<file path="src/rtl/dmem_bridge.sv">
// Bridges the CPU's single-cycle data-RAM port to a req/ack data memory and stalls the pipeline while an access is in flight.
// Optional build macro: DMEM_TIMEOUT_EN adds a watchdog that aborts a request after MAX_WAIT cycles and raises a sticky err_o.
module dmem_bridge #(
    parameter int unsigned MAX_WAIT = 255,
    parameter int unsigned CNT_W    = 8
) (
    input  logic        clk,
    input  logic        rst,
    input  logic        ram_ce_i,
    input  logic        ram_we_i,
    input  logic [31:0] ram_addr_i,
    input  logic [3:0]  ram_sel_i,
    input  logic [31:0] ram_data_i,
    output logic [31:0] ram_data_o,
    output logic        stallreq_o,
    output logic        mem_req_o,
    output logic        mem_we_o,
    output logic [31:0] mem_addr_o,
    output logic [3:0]  mem_sel_o,
    output logic [31:0] mem_wdata_o,
    input  logic        mem_ack_i,
    input  logic [31:0] mem_rdata_i,
    output logic        err_o
);

    typedef enum logic [1:0] {IDLE, REQ, DONE} state_e;

    localparam logic [CNT_W-1:0] MAX_CNT = CNT_W'(MAX_WAIT - 1);

    state_e      state_q;
    logic        mem_req_q;
    logic        mem_we_q;
    logic [31:0] mem_addr_q;
    logic [3:0]  mem_sel_q;
    logic [31:0] mem_wdata_q;
    logic [31:0] rdata_q;
    logic        accept;
    logic        unused_ok;

    // A store with no byte lanes selected is a no-op and must not stall the pipeline.
    assign accept     = ram_ce_i && !(ram_we_i && (ram_sel_i == 4'b0000));
    assign stallreq_o = ((state_q == IDLE) && accept) || (state_q == REQ);

`ifdef DMEM_TIMEOUT_EN
    logic [CNT_W-1:0] cnt_q;
    logic             err_q;

    assign err_o     = err_q;
    assign unused_ok = &{1'b0, ram_addr_i[1:0]};
`else
    assign err_o     = 1'b0;
    assign unused_ok = &{1'b0, ram_addr_i[1:0], ^MAX_CNT};
`endif

    // NOTE: every register here is a plain flop, so all of them take the synchronous reset and use <= only.
    always_ff @(posedge clk) begin
        if (rst) begin
            state_q     <= IDLE;
            mem_req_q   <= 1'b0;
            mem_we_q    <= 1'b0;
            mem_addr_q  <= 32'h0;
            mem_sel_q   <= 4'h0;
            mem_wdata_q <= 32'h0;
            rdata_q     <= 32'h0;
`ifdef DMEM_TIMEOUT_EN
            cnt_q       <= '0;
            err_q       <= 1'b0;
`endif
        end else begin
            case (state_q)
                IDLE: begin
                    if (accept) begin
                        mem_we_q    <= ram_we_i;
                        mem_addr_q  <= {ram_addr_i[31:2], 2'b00};
                        mem_sel_q   <= (ram_sel_i == 4'b0000) ? 4'b1111 : ram_sel_i;
                        mem_wdata_q <= ram_data_i;
                        mem_req_q   <= 1'b1;
                        state_q     <= REQ;
`ifdef DMEM_TIMEOUT_EN
                        cnt_q       <= '0;
`endif
                    end
                end
                REQ: begin
                    if (mem_ack_i) begin
                        if (!mem_we_q) begin
                            rdata_q <= mem_rdata_i;
                        end
                        mem_req_q <= 1'b0;
                        state_q   <= DONE;
                    end
`ifdef DMEM_TIMEOUT_EN
                    // An ack in the same cycle as expiry takes the branch above and completes normally.
                    else if (cnt_q == MAX_CNT) begin
                        if (!mem_we_q) begin
                            rdata_q <= 32'h0;
                        end
                        mem_req_q <= 1'b0;
                        err_q     <= 1'b1;
                        state_q   <= DONE;
                    end else begin
                        cnt_q <= cnt_q + 1'b1;
                    end
`endif
                end
                DONE:    state_q <= IDLE;
                default: state_q <= IDLE;
            endcase
        end
    end

    assign ram_data_o  = rdata_q;
    assign mem_req_o   = mem_req_q;
    assign mem_we_o    = mem_we_q;
    assign mem_addr_o  = mem_addr_q;
    assign mem_sel_o   = mem_sel_q;
    assign mem_wdata_o = mem_wdata_q;

endmodule

</file>
<file path="config.mk">
export PLATFORM = sky130hd
export DESIGN_NAME = dmem_bridge
export DESIGN_NICKNAME = d
export VERILOG_FILES = /design/src/rtl/dmem_bridge.sv
export SDC_FILE = /design/constraint.sdc
export NUM_CORES = 1
export LEC_CHECK = 0
export ABC_AREA = 1
export CAP_MARGIN = 15
export CORE_ASPECT_RATIO = 0.7
export CORE_MARGIN = 2
export CORE_UTILIZATION = 35
export CTS_CLUSTER_SIZE = 8
export DETAILED_ROUTE_END_ITERATION = 6
export GPL_TIMING_DRIVEN = 0
export PLACE_DENSITY = 0.71
export SLEW_MARGIN = 20
export SYNTH_ARGS = -nofsm -noshare
export SYNTH_HDL_FRONTEND = slang
export SYNTH_SLANG_ARGS = --single-unit
</file>
<file path="constraint.sdc">
create_clock -name clk -period 1.2 [get_ports clk]
set_input_delay 0.24 -clock clk [delete_from_list [all_inputs] [get_ports clk]]
set_output_delay 0.24 -clock clk [all_outputs]
set_load 0.01 [all_outputs]
</file>
==> results of run 1 <==
-- timing repair --
item | in CTS | in global routing
buffers inserted | 13 | 7
pin swaps | 7 | 29
cloned | 0 | 9
resized for setup | 219 | 321
setup endpoints to repair | 200 | 185
-- kinds of logic (layout without fill, tap and decap cells) --
kind of cell / count (synthesis) / after routing / synth area share, %
other cells: 1 / 3 / 0.0882
buf+inv: 119 / 366 / 13.0
compound gates: 103 / 103 / 12.1
simple gates: 278 / 278 / 26.8
flops: 102 / 102 / 48.0
-- how the worst max path moves through the flow --
stage / from / to / cells after the start
after global placement: ram_sel_i[3] / stallreq_o / 7
after floorplan: state_q[1] / stallreq_o / 6
after CTS: state_q[1] / stallreq_o / 7
after global routing: state_q[1] / stallreq_o / 7
final: state_q[1] / stallreq_o / 7
after detailed placement: ram_sel_i[1] / stallreq_o / 7
-- metrics by stage --
stage	cell area [um^2]	setup slack (ps)	setup TNS (ps)	utilization [%]	power [W]
after floorplan	4270	15.2	0	-	0.00474
after global placement	6490	-1220	-47680	55.2	0.00580
after detailed placement	6490	-1220	-49180	55.2	0.00583
after CTS	6910	-312	-12870	58.7	0.00851
after global routing	7300	-330	-18220	62.0	0.00922
final	7300	-290	-13570	62.0	0.00879
-- power by group --
group          internal, W  leakage [nW]  total [W]  switching [W]
clock network      0.00143         0.137    0.00278        0.00135
logic              0.00115          2.50    0.00216        0.00101
registers          0.00367         0.844    0.00385       0.000185
total              0.00625          3.48    0.00879        0.00254
-- worst max-delay path: stages (launching register included) --
cell	delay (ps)
dfxtp_2	330
inv_2	60
nand2_2	60
nor2_4	110
buf_6	120
nand2_4	40
o21ai_2	40
buf_2	150
-- layout by cell type (no fill, tap or decap), drive strengths merged --
cell / Yosys / routed
a21oi: 69 / 69
buf: 35 / 63
clkbuf: 12 / 105
clkdlybuf4s15: 0 / 17
clkdlybuf4s50: 0 / 96
clkinv: 0 / 3
clkinvlp: 0 / 1
conb: 1 / 3
dfxtp: 102 / 102
dlygate4sd2: 0 / 4
dlymetal6s2s: 0 / 2
inv: 72 / 75
nand2: 73 / 73
nand3: 68 / 68
nor2: 137 / 137
o21ai: 34 / 34
-- layout make-up --
cell class,count,area share (%)
flip-flops and latches,102,28.1
multi-input cells,384,27.7
repair buffers,231,26.9
plain buffers,47,6.81
inverters,72,3.91
clock buffers,9,3.09
well taps,157,2.69
clock inverters,7,0.720
-- per-layer routing --
metal / GRT usage, % / part of all wire (%)
met5: 0 / 0
met4: 5.56 / 0.97
met3: 6.53 / 7.6
met2: 30.7 / 44
met1: 27.5 / 47
-- registers in the layout (all words and copies together) (netlist names) --
| name | count |
|---|---|
| mem_we_o | 1 |
| ram_data_o | 32 |
| mem_sel_o | 4 |
| state_q | 2 |
| mem_addr_o | 30 |
| mem_req_o | 1 |
| mem_wdata_o | 32 |
==> results.md, run 1 <==
| Result | Reported | Unit |
|---|---|---|
| Post-CTS Hold Buffers | 0 | - |
| Wire length per cell | 14.1 | um |
| Post-synth top area share | 48.0 | % |
| Setup Viol. Count Final | 98 | - |
| Number of standard cells after synthesis | 603 | - |
| Diodes inserted | 0 | - |
| Maximum clock frequency | 671 | MHz |
| Worst reg2reg startpoint | state_q[1] | - |
| Count of buffers inserted at the top-level ports | 203 | - |
| Register-to-Register Path Depth | 9 | - |
| Final std cells w/o fill | 1,009 | - |
| Vias per cell | 4.67 | - |
| Leakage power figure | 3.48 | nW |
| Proportion of synthesized chip area in sequential cells | 48.0 | % |
| Total number of yosys warnings | 0 | - |
| Half-perimeter wire length of the detailed placement result | 9850 | um |
| Area of the placeable core | 11,800 | um^2 |
| Max rail drop VDD | 775 | uV |
| Clk sink count | 102 | - |
| Synth Flop Type | dfxtp_1 | - |
| Violated checks | setup timing | - |
| Worst Hold Margin | 283 | ps |
| Share of final-layout standard cells stronger than drive strength 1 | 33.9 | % |
| Worst path required time | 960 | ps |
| Clock period minus final worst setup slack | 1490 | ps |
| Final weighted congestion of routability-driven global placement | 0.861 | - |
| Post-synthesis average cell area | 7.05 | um^2 |
| Count of final max-slew check failures | 0 | - |
| Number of filler cells placed in the layout | 1,058 | - |
| Final count of hold timing violations | 0 | - |
| Post-synth EDFFs | 0 | - |
| Commonest cells post-synth | nor2_1, dfxtp_1, nand2_1 | - |
| Pre-Repair DR Iteration Count | 5 | - |
| Worst flop-to-flop path endpoint | mem_addr_o[11] | - |
| Cell Pwr Density | 1210 | nW/um^2 |
| Row Count | 33 | - |
| Max capacitance violation total | 0 | - |
| Library cell with the highest instance count after synthesis | nor2_1 | - |
| CTS tree | yes | - |
| Number of distinct standard cells referenced by the synthesized netlist | 16 | - |
| Final routed DRC violation total | 0 | - |
| Global-route wire length before repair | 20,500 | um |
| Overall global routing resource usage | 20.2 | % |
| Category of the most critical setup path | flip-flop to output port | - |
| Min-Delay Startpoint | ram_we_i | - |
| Hold endpoint | mem_we_o | - |
| Post-Syn Area | 4250 | um^2 |
| Final worst-path setup slack | -290 | ps |
| Area of the die | 13,100 | um^2 |
| Number of nets in the layout | 952 | - |
| Grt ovf | 0 | - |
| Cell count after placement | 965 | - |
| Via count of the first global-routing pass | 4,039 | - |
| Aggregate routed wire length | 14,300 | um |
| Pin count of the biggest net entering global routing | 19 | - |
| Area taken by flip-flops and latches | 2050 | um^2 |
| Post-route clock skew | 6.63 | ps |
| Clk_lat worst skew | 340 | ps |
| Via count | 4,708 | - |
| Period utilisation layout | 124 | % |
| Clock tree buffer depth | 2 | - |
| Area occupied by multi-input gates | 2020 | um^2 |
| Htree depth | 3 | - |
| Type of the most critical hold path | input port to flip-flop | - |
| Layout overhead on the synthesized area | 71.6 | % |
| Die Height | 96.2 | um |
| Critical Path Source Type | flip-flop | - |
| Reg-to-reg slack, setup | -190 | ps |
| Post-detailed-route count of antenna-violating nets | 0 | - |
| Effective utilization at floorplan | 36.1 | % |
| Unrepaired setup endpoints after global routing | true | - |
| Iteration-0 DRC count of the detailed router | 177 | - |
| Die Span X | 136 | um |
| Proportion of synthesized flip-flops having asynchronous set or reset | 0 | % |
| Post-synthesis cell type with the largest combined area | dfxtp_1 | - |
| Total CTS buffers | 9 | - |
| Root Buffer Master | clkbuf_16 | - |
| Synth top area cells | dfxtp_1, nor2_1, a21oi_1 | - |
| FF+latch count, synth | 102 | - |
| Register clock-pin slew on the reported worst setup and hold paths | 70 | ps |
| Status | finished with violations | - |
| Maximum fanout along the worst path | 2 | - |
| Number of ports placed on the die boundary | 209 | - |
| Cell count of the worst hold path | 3 | - |
| Number of antenna violations at the first check in global routing | 0 | - |
| Endpoint arrival time on the critical path | 1250 | ps |
| Endpoint class of the critical path | output port | - |
Note: power is estimated with default switching activity, not from simulation.
==> inputs of run 2 (changes only) <==
--- a/config.mk
+++ b/config.mk
@@ -5,7 +5,6 @@
 export SDC_FILE = /design/constraint.sdc
 export NUM_CORES = 1
 export LEC_CHECK = 0
-export ABC_AREA = 1
 export CAP_MARGIN = 15
 export CORE_ASPECT_RATIO = 0.7
 export CORE_MARGIN = 2
@@ -13,7 +12,7 @@
 export CTS_CLUSTER_SIZE = 8
 export DETAILED_ROUTE_END_ITERATION = 6
 export GPL_TIMING_DRIVEN = 0
-export PLACE_DENSITY = 0.71
+export PLACE_DENSITY = 0.73
 export SLEW_MARGIN = 20
 export SYNTH_ARGS = -nofsm -noshare
 export SYNTH_HDL_FRONTEND = slang
==> run 2 against run 1 <==
Effect of this change: the flow still finishes with violations (setup timing); sequential cell count is the same; critical path type unchanged; non-clock buffer count decreased by 20; final cell count is 17% lower; fmax fell by 23%; clock power rose by 10%.
==> results.md, run 2 <==
| Result | Reported | Unit | vs previous |
|---|---|---|---|
| Clock period minus final worst setup slack | 1930 | ps | +445 ps |
| Synth Flop Type | dfxtp_1 | - |  |
| Number of filler cells placed in the layout | 984 | - | -7.0% |
| Maximum fanout along the worst path | 5 | - | +3 |
| Root Buffer Master | clkbuf_16 | - |  |
| Grt ovf | 0 | - | unchanged |
| Power after layout | 0.00842 | W | -4.3% |
| Htree depth | 3 | - | unchanged |
| Post-synthesis cell type with the largest combined area | dfxtp_1 | - |  |
| Cell Pwr Density | 1280 | nW/um^2 | +6.2% |
| Pre-Repair DR Iteration Count | 6 | - | +1 |
| Vias per cell | 4.53 | - | -3.0% |
| Buffers & Inverters on Critical Path | 3 | - | unchanged |
| CTS tree | yes | - |  |
| Post-synthesis average cell area | 8.76 | um^2 | +24% |
| Clk_lat worst skew | 350 | ps | about the same |
| Min-Delay Startpoint | rst | - |  |
| CP max stage delay | 420 | ps | +90 ps |
| Clock network fraction of total power | 36.5 | % | +4.9 points |
| Post-route clock skew | 12.5 | ps | +5.87 ps |
| Worst reg2reg startpoint | state_q[1] | - |  |
| Switching part of the total | 26.2 | % | -2.7 points |
| Final weighted congestion of routability-driven global placement | 0.786 | - | -8.7% |
| Internal power summed over all cells | 0.00621 | W | -0.59% |
| Pin count of the biggest net entering global routing | 20 | - | +1 |
| Area of the placeable core | 10,900 | um^2 | -7.1% |
| Number of nets in the layout | 785 | - | -18% |
| Clk sink count | 102 | - | unchanged |
| Final count of hold timing violations | 0 | - | unchanged |
| Via count of the first global-routing pass | 3,853 | - | -4.6% |
| Proportion of synthesized chip area in sequential cells | 52.4 | % | +4.3 points |
| Commonest non-fill, non-tap cells in the layout | nand2_1, clkdlybuf4s50_1, dfxtp_1, mux2i_1, clkbuf_2 | - |  |
| Max capacitance violation total | 0 | - | unchanged |
| FF+latch count, synth | 102 | - | unchanged |
| Final std cells w/o fill | 839 | - | -17% |
| Total number of yosys warnings | 0 | - | unchanged |
| Proportion of synthesized flip-flops having asynchronous set or reset | 0 | % | unchanged |
| Most common cell after layout, fill and taps aside | nand2_1 | - |  |
| Type of the most critical hold path | input port to flip-flop | - |  |
| Wire length per cell | 14.4 | um | +1.7% |
| Area of the die | 12,000 | um^2 | -8.0% |
| Unrepaired setup endpoints after global routing | true | - |  |
| Commonest cells post-synth | nand2_1, dfxtp_1, mux2i_1 | - |  |
| Register clock-pin slew on the reported worst setup and hold paths | 80 | ps | about the same |
| Violated checks | setup timing | - |  |
| Endpoint class of the critical path | output port | - |  |
| Leakage power figure | 2.79 | nW | -20% |
| Endpoint arrival time on the critical path | 1690 | ps | +440 ps |
| Iteration-0 DRC count of the detailed router | 120 | - | -32% |
| Hold endpoint | mem_req_o | - |  |
| Row Count | 32 | - | -3.0% |
| Cell count of the worst hold path | 2 | - | -1 |
| Worst path required time | 960 | ps | about the same |
| Post-Syn Area | 3900 | um^2 | -8.3% |
| Area occupied by multi-input gates | 1700 | um^2 | -16% |
| Worst flop-to-flop path endpoint | mem_sel_o[0] | - |  |
| Cell depth of the worst setup path | 6 | - | -1 |
| Normalized max-slew margin | 65.7 | % |  |
| Effective utilization at floorplan | 35.7 | % | -0.45 points |
| Register-to-Register Path Depth | 7 | - | -2 |
| Library cell with the highest instance count after synthesis | nand2_1 | - |  |
| Layout overhead on the synthesized area | 68.7 | % |  |
| Number of ports placed on the die boundary | 209 | - | unchanged |
| Area taken by flip-flops and latches | 2050 | um^2 | about the same |
| Clock tree buffer depth | 2 | - | unchanged |
| Cell count after placement | 802 | - | -17% |
| Status | finished with violations | - |  |
| Count of buffers inserted at the top-level ports | 202 | - | -0.49% |
| Slowest cell on the critical path | or3b_4 | - |  |
| Post-placement setup slack | -1340 | ps | -115 ps |
| Final worst-path setup slack | -735 | ps | -445 ps |
| Die Span X | 130 | um | -4.1% |
| Count of final max-slew check failures | 0 | - | unchanged |
| Post-synth EDFFs | 0 | - | unchanged |
| Post-synth top area share | 52.4 | % | +4.3 points |
| Number of standard cells after synthesis | 445 | - | -26% |
| Final routed DRC violation total | 0 | - | unchanged |
| Global-route wire length before repair | 18,900 | um | -8.1% |
| Overall global routing resource usage | 20.2 | % | +0.022 points |
| Combinational group share of total power | 19.4 | % | -5.2 points |
| Via count | 3,797 | - | -19% |
| Period utilisation layout | 161 | % | +37 points |
| Post-detailed-route count of antenna-violating nets | 0 | - | unchanged |
| Maximum clock frequency | 517 | MHz | -23% |
| Aggregate routed wire length | 12,100 | um | -15% |
| Sw Pwr | 0.00220 | W | -13% |
| Reg-to-reg slack, setup | -630 | ps | -440 ps |
| Synth top area cells | dfxtp_1, nand2_1, mux2i_1 | - |  |
| Share of final-layout standard cells stronger than drive strength 1 | 20.4 | % | -13 points |
| Part of the power in registers | 44.1 | % | +0.3 points |
| Number of distinct standard cells referenced by the synthesized netlist | 22 | - | +6 |
| Critical Path Source Type | flip-flop | - |  |
| Actual transition at the worst max-transition pin | 514 | ps |  |
| Category of the most critical setup path | flip-flop to output port | - |  |
| Fin Setup TNS | -38,710 | ps | -25,150 ps |
| Max rail drop VDD | 781 | uV | +0.70% |
| Kind of cell with the highest combined delay on the critical path | simple AND/OR/NAND/NOR gates | - |  |
| Number of antenna violations at the first check in global routing | 1 | - | +1 |
| Final core utilization | 60.2 | % | -1.8 points |
| Post-CTS Hold Buffers | 0 | - | unchanged |
| Half-perimeter wire length of the detailed placement result | 8600 | um | -13% |
| Critical Path, Cell by Cell | or3b_4 > a21oi_4 > buf_8 > buf_12 > a21o_1 > buf_6 | - |  |
| Setup Viol. Count Final | 102 | - | +4.1% |
| Die Height | 92.3 | um | -4.0% |
| Total CTS buffers | 9 | - | unchanged |
[run 2: worst max path at each step]
stage	start	endpoint	slack [ps]
detailed placement	ram_sel_i[1]	stallreq_o	-1340
floorplan	state_q[1]	stallreq_o	-350
CTS	state_q[0]	stallreq_o	-720
global route	state_q[1]	stallreq_o	-780
global placement	ram_ce_i	stallreq_o	-1350
finish	state_q[1]	stallreq_o	-730
[run 2: cells by family (layout without fill, tap and decap cells)]
| kind of cell | Yosys count | after routing | share of synthesized area [%] |
|---|---|---|---|
| and+or+nand+nor | 197 | 197 | 19.9 |
| DFF | 102 | 102 | 52.4 |
| muxes | 62 | 62 | 15.9 |
| AOI/OAI and AO/OA | 43 | 43 | 6.38 |
| buffers and inverters | 40 | 278 | 5.33 |
| other | 1 | 4 | 0.0962 |
[run 2: worst reg2reg max path, cell delays in order (launching register included)]
cell and delay (ps):
dfxtp_4 370, or3b_4 420, buf_4 150, buf_6 100, buf_6 100, buf_6 100, or2_4 260, o221a_1 220
[run 2: power groups by stage]
stage,Combinational [W],Sequential (W),Clock [W]
5_1_grt,0.00176,0.00373,0.00329
6_report,0.00163,0.00371,0.00307
2_1_floorplan,0.000538,0.00388,0
4_1_cts,0.00175,0.00371,0.00316
3_5_place_dp,0.00153,0.00379,0
3_3_place_gp,0.00150,0.00378,0
[run 2: routing by layer]
metal	part of all wire, %	track usage (%)
met2	47	33.4
met3	7.1	5.72
met4	2.8	8.42
met1	43	24.7
met5	0	0
[run 2: stage by stage]
| step | cell area [um^2] | hold slack, ps |
|---|---|---|
| after floorplan | 3930 | 376 |
| after global placement | 6150 | 441 |
| after detailed placement | 6150 | 446 |
| after CTS | 6930 | 297 |
| after global routing | 6580 | 344 |
| final | 6580 | 333 |
[run 2: repair_timing]
| item | 4_1_cts | 5_1_grt |
|---|---|---|
| gates cloned | 7 | 1 |
| resized for setup | 254 | 98 |
| buffers inserted | 18 | 5 |
| pin swaps | 4 | 5 |
| endpoints found under the setup margin | 202 | 181 |
[run 2: layout make-up]
class | instances | area share, %
sequential | 102 | 31.2
timing repair buffer | 223 | 30.9
multi-input combinational | 305 | 25.8
buffer | 35 | 4.18
clock buffer | 9 | 3.42
tap | 153 | 2.91
clock inverter | 7 | 1.31
inverter | 4 | 0.228
antenna | 1 | 0.0380
==> inputs of run 3 (changes only) <==
--- a/config.mk
+++ b/config.mk
@@ -9,6 +9,7 @@
 export CORE_ASPECT_RATIO = 0.7
 export CORE_MARGIN = 2
 export CORE_UTILIZATION = 35
+export CTS_BUF_LIST = sky130_fd_sc_hd__clkbuf_8
 export CTS_CLUSTER_SIZE = 8
 export DETAILED_ROUTE_END_ITERATION = 6
 export GPL_TIMING_DRIVEN = 0
==> run 3 against run 2 <==
Effect of this change: the flow still finishes with violations (setup timing); combinational power up 9.8%; non-clock buffer count grew 20; total power shrank 6.3%; clock-buffer cell count stayed put; design area grew 4.7%; sequential share of layout area rose by 0.10 points; clock skew rose by 5.3 ps; die area did not move; clock power decreased by 23%; hold slack lost 34 ps; critical path type unchanged.
==> results.md, run 3 (synthesized netlist as in run 2, its figures left out) <==
| Result | Reported | Unit | vs previous |
|---|---|---|---|
| Internal power summed over all cells | 0.00565 | W | -9.0% |
| Via count | 3,999 | - | +5.3% |
| Endpoint class of the critical path | output port | - |  |
| Area of the die | 12,000 | um^2 | unchanged |
| Final count of hold timing violations | 0 | - | unchanged |
| Post-detailed-route count of antenna-violating nets | 0 | - | unchanged |
| Register clock-pin slew on the reported worst setup and hold paths | 120 | ps | +40 ps |
| Post-route clock skew | 17.8 | ps | +5.31 ps |
| Count of final max-slew check failures | 0 | - | unchanged |
| Type of the most critical hold path | input port to flip-flop | - |  |
| Violated checks | setup timing | - |  |
| Layout overhead on the synthesized area | 76.6 | % |  |
| Final worst-path setup slack | -733 | ps | +1.98 ps |
| Total CTS buffers | 9 | - | unchanged |
| Area of the placeable core | 10,900 | um^2 | unchanged |
| Normalized max-slew margin | 52.2 | % | -14 points |
| Category of the most critical setup path | flip-flop to output port | - |  |
| Row Count | 32 | - | unchanged |
| Clock network fraction of total power | 29.9 | % | -6.6 points |
| Part of the power in registers | 47.4 | % | +3.3 points |
| Die Height | 92.3 | um | unchanged |
| Vias per cell | 4.66 | - | +2.9% |
| Share of final-layout standard cells stronger than drive strength 1 | 46.2 | % | +26 points |
| Reg-to-reg slack, setup | -710 | ps | -80 ps |
| Status | finished with violations | - |  |
| Leakage power figure | 3.16 | nW | +13% |
| CTS tree | yes | - |  |
| CP max stage delay | 390 | ps | -30 ps |
| Critical Path, Cell by Cell | or3b_4 > a21oi_4 > buf_8 > buf_12 > a21o_1 > buf_6 | - |  |
| Final weighted congestion of routability-driven global placement | 0.786 | - | unchanged |
| Switching part of the total | 28.3 | % | +2.1 points |
| Clk_lat worst skew | 380 | ps | +30 ps |
| Die Span X | 130 | um | unchanged |
| Number of ports placed on the die boundary | 209 | - | unchanged |
| Sw Pwr | 0.00223 | W | +1.4% |
| Aggregate routed wire length | 13,200 | um | +9.7% |
| Max rail drop VDD | 632 | uV | -19% |
| Wire length per cell | 15.4 | um | +7.2% |
| Clock period minus final worst setup slack | 1930 | ps | -1.98 ps |
| Maximum fanout along the worst path | 2 | - | -3 |
| Max capacitance violation total | 0 | - | unchanged |
| Overall global routing resource usage | 20.4 | % | +0.21 points |
| Cell Pwr Density | 1150 | nW/um^2 | -10% |
| Critical Path Source Type | flip-flop | - |  |
| Setup Viol. Count Final | 102 | - | unchanged |
| Slowest cell on the critical path | or3b_4 | - |  |
| Number of antenna violations at the first check in global routing | 1 | - | unchanged |
| Kind of cell with the highest combined delay on the critical path | simple AND/OR/NAND/NOR gates | - |  |
| Actual transition at the worst max-transition pin | 717 | ps | +203 ps |
| Half-perimeter wire length of the detailed placement result | 8600 | um | unchanged |
| Count of buffers inserted at the top-level ports | 202 | - | unchanged |
| Root Buffer Master | clkbuf_8 | - |  |
| Final std cells w/o fill | 859 | - | +2.4% |
| Maximum clock frequency | 517 | MHz | +0.10% |
| Effective utilization at floorplan | 35.7 | % | unchanged |
| Buffers & Inverters on Critical Path | 3 | - | unchanged |
| Number of nets in the layout | 805 | - | +2.5% |
| Clock tree buffer depth | 2 | - | unchanged |
| Commonest non-fill, non-tap cells in the layout | nand2_1, clkdlybuf4s50_1, buf_2, dfxtp_2, mux2i_1 | - |  |
| Worst path required time | 960 | ps | about the same |
| Global-route wire length before repair | 19,100 | um | +1.4% |
| Final routed DRC violation total | 0 | - | unchanged |
| Grt ovf | 0 | - | unchanged |
| Post-CTS Hold Buffers | 0 | - | unchanged |
| Post-placement setup slack | -1340 | ps | unchanged |
| Htree depth | 3 | - | unchanged |
| Iteration-0 DRC count of the detailed router | 86 | - | -28% |
| Most common cell after layout, fill and taps aside | nand2_1 | - |  |
| Unrepaired setup endpoints after global routing | true | - |  |
| Cell count after placement | 802 | - | unchanged |
| Period utilisation layout | 161 | % | -0.16 points |
| Clk sink count | 102 | - | unchanged |
| Pin count of the biggest net entering global routing | 20 | - | unchanged |
| Via count of the first global-routing pass | 3,891 | - | +0.99% |
| Pre-Repair DR Iteration Count | 4 | - | -2 |
| Endpoint arrival time on the critical path | 1690 | ps | about the same |
| Number of filler cells placed in the layout | 956 | - | -2.8% |
| Combinational group share of total power | 22.7 | % | +3.3 points |
## run 3: changes by cell type in the layout (fill, tap and decap cells not counted), moves of 10 or more
| cell | previous run | this run |
|---|---|---|
| a21oi_1 | 33 | 7 |
| a21oi_2 | 2 | 28 |
| clkbuf_2 | 59 | 2 |
| buf_2 | 6 | 96 |
| clkbuf_16 | 10 | 0 |
| clkdlybuf4s15_1 | 30 | 0 |
| nand2_4 | 0 | 22 |
| buf_4 | 8 | 28 |
| dfxtp_1 | 96 | 13 |
| nand2_1 | 189 | 162 |
| dfxtp_2 | 4 | 87 |
## run 3: worst paths after layout
kind / from / endpoint / cells after the start
setup / recovery: state_q[0] / stallreq_o / 6
setup reg to reg: state_q[0] / mem_sel_o[2] / 8
hold / removal: rst / ram_data_o[31] / 2
hold reg to reg: mem_addr_o[31] / mem_addr_o[31] / 2
## run 3: metal layers
layer | part of all wire [%] | track usage [%] | vias to the layer above
li1 | - | - | 1938
met1 | 42 | 25.1 | 1900
met2 | 48 | 34.1 | 136
met3 | 7.0 | 6.59 | 25
met4 | 2.4 | 6.27 | 0
met5 | 0 | 0 | -
## run 3: power by group through the flow
stage | logic (W) | registers (W) | clock network (W)
2_1_floorplan | 0.000538 | 0.00388 | 0
6_report | 0.00179 | 0.00374 | 0.00236
4_1_cts | 0.00179 | 0.00374 | 0.00241
3_3_place_gp | 0.00150 | 0.00378 | 0
3_5_place_dp | 0.00153 | 0.00379 | 0
5_1_grt | 0.00191 | 0.00376 | 0.00255
## run 3: repair_timing
| item | CTS | global route |
|---|---|---|
| gates resized for setup | 455 | 188 |
| setup endpoints to repair | 200 | 174 |
| pin swaps | 4 | 48 |
| cloned | 8 | 0 |
| buffers inserted | 22 | 18 |
## run 3: per-stage QoR
stage	util, %	TNS (ps)	total power, W	hold WS (ps)	area [um^2]
2_1_floorplan	-	-12180	0.00442	376	3930
3_3_place_gp	56.2	-57300	0.00528	441	6150
3_5_place_dp	56.2	-60780	0.00532	446	6150
4_1_cts	63.5	-44520	0.00794	256	6940
5_1_grt	63.0	-47480	0.00822	306	6890
6_report	63.0	-41630	0.00789	299	6890
## run 3: layout make-up
type                       instances  area (um^2)  share of cell area (%)
inverter                           4         15.0                   0.218
tap                              153          191                    2.78
multi-input combinational        305         1980                    28.8
buffer                            35          298                    4.32
timing repair buffer             243         2030                    29.5
clock inverter                     7         86.3                    1.25
antenna                            1         2.50                  0.0363
sequential                       102         2160                    31.3
clock buffer                       9          124                    1.80
## run 3: worst reg2reg max path: stages, from the launching register on
cell	delay, ps
dfxtp_4	360
or3b_4	390
buf_4	140
buf_4	130
buf_6	110
buf_6	110
buf_6	110
or2_4	250
o221a_1	220
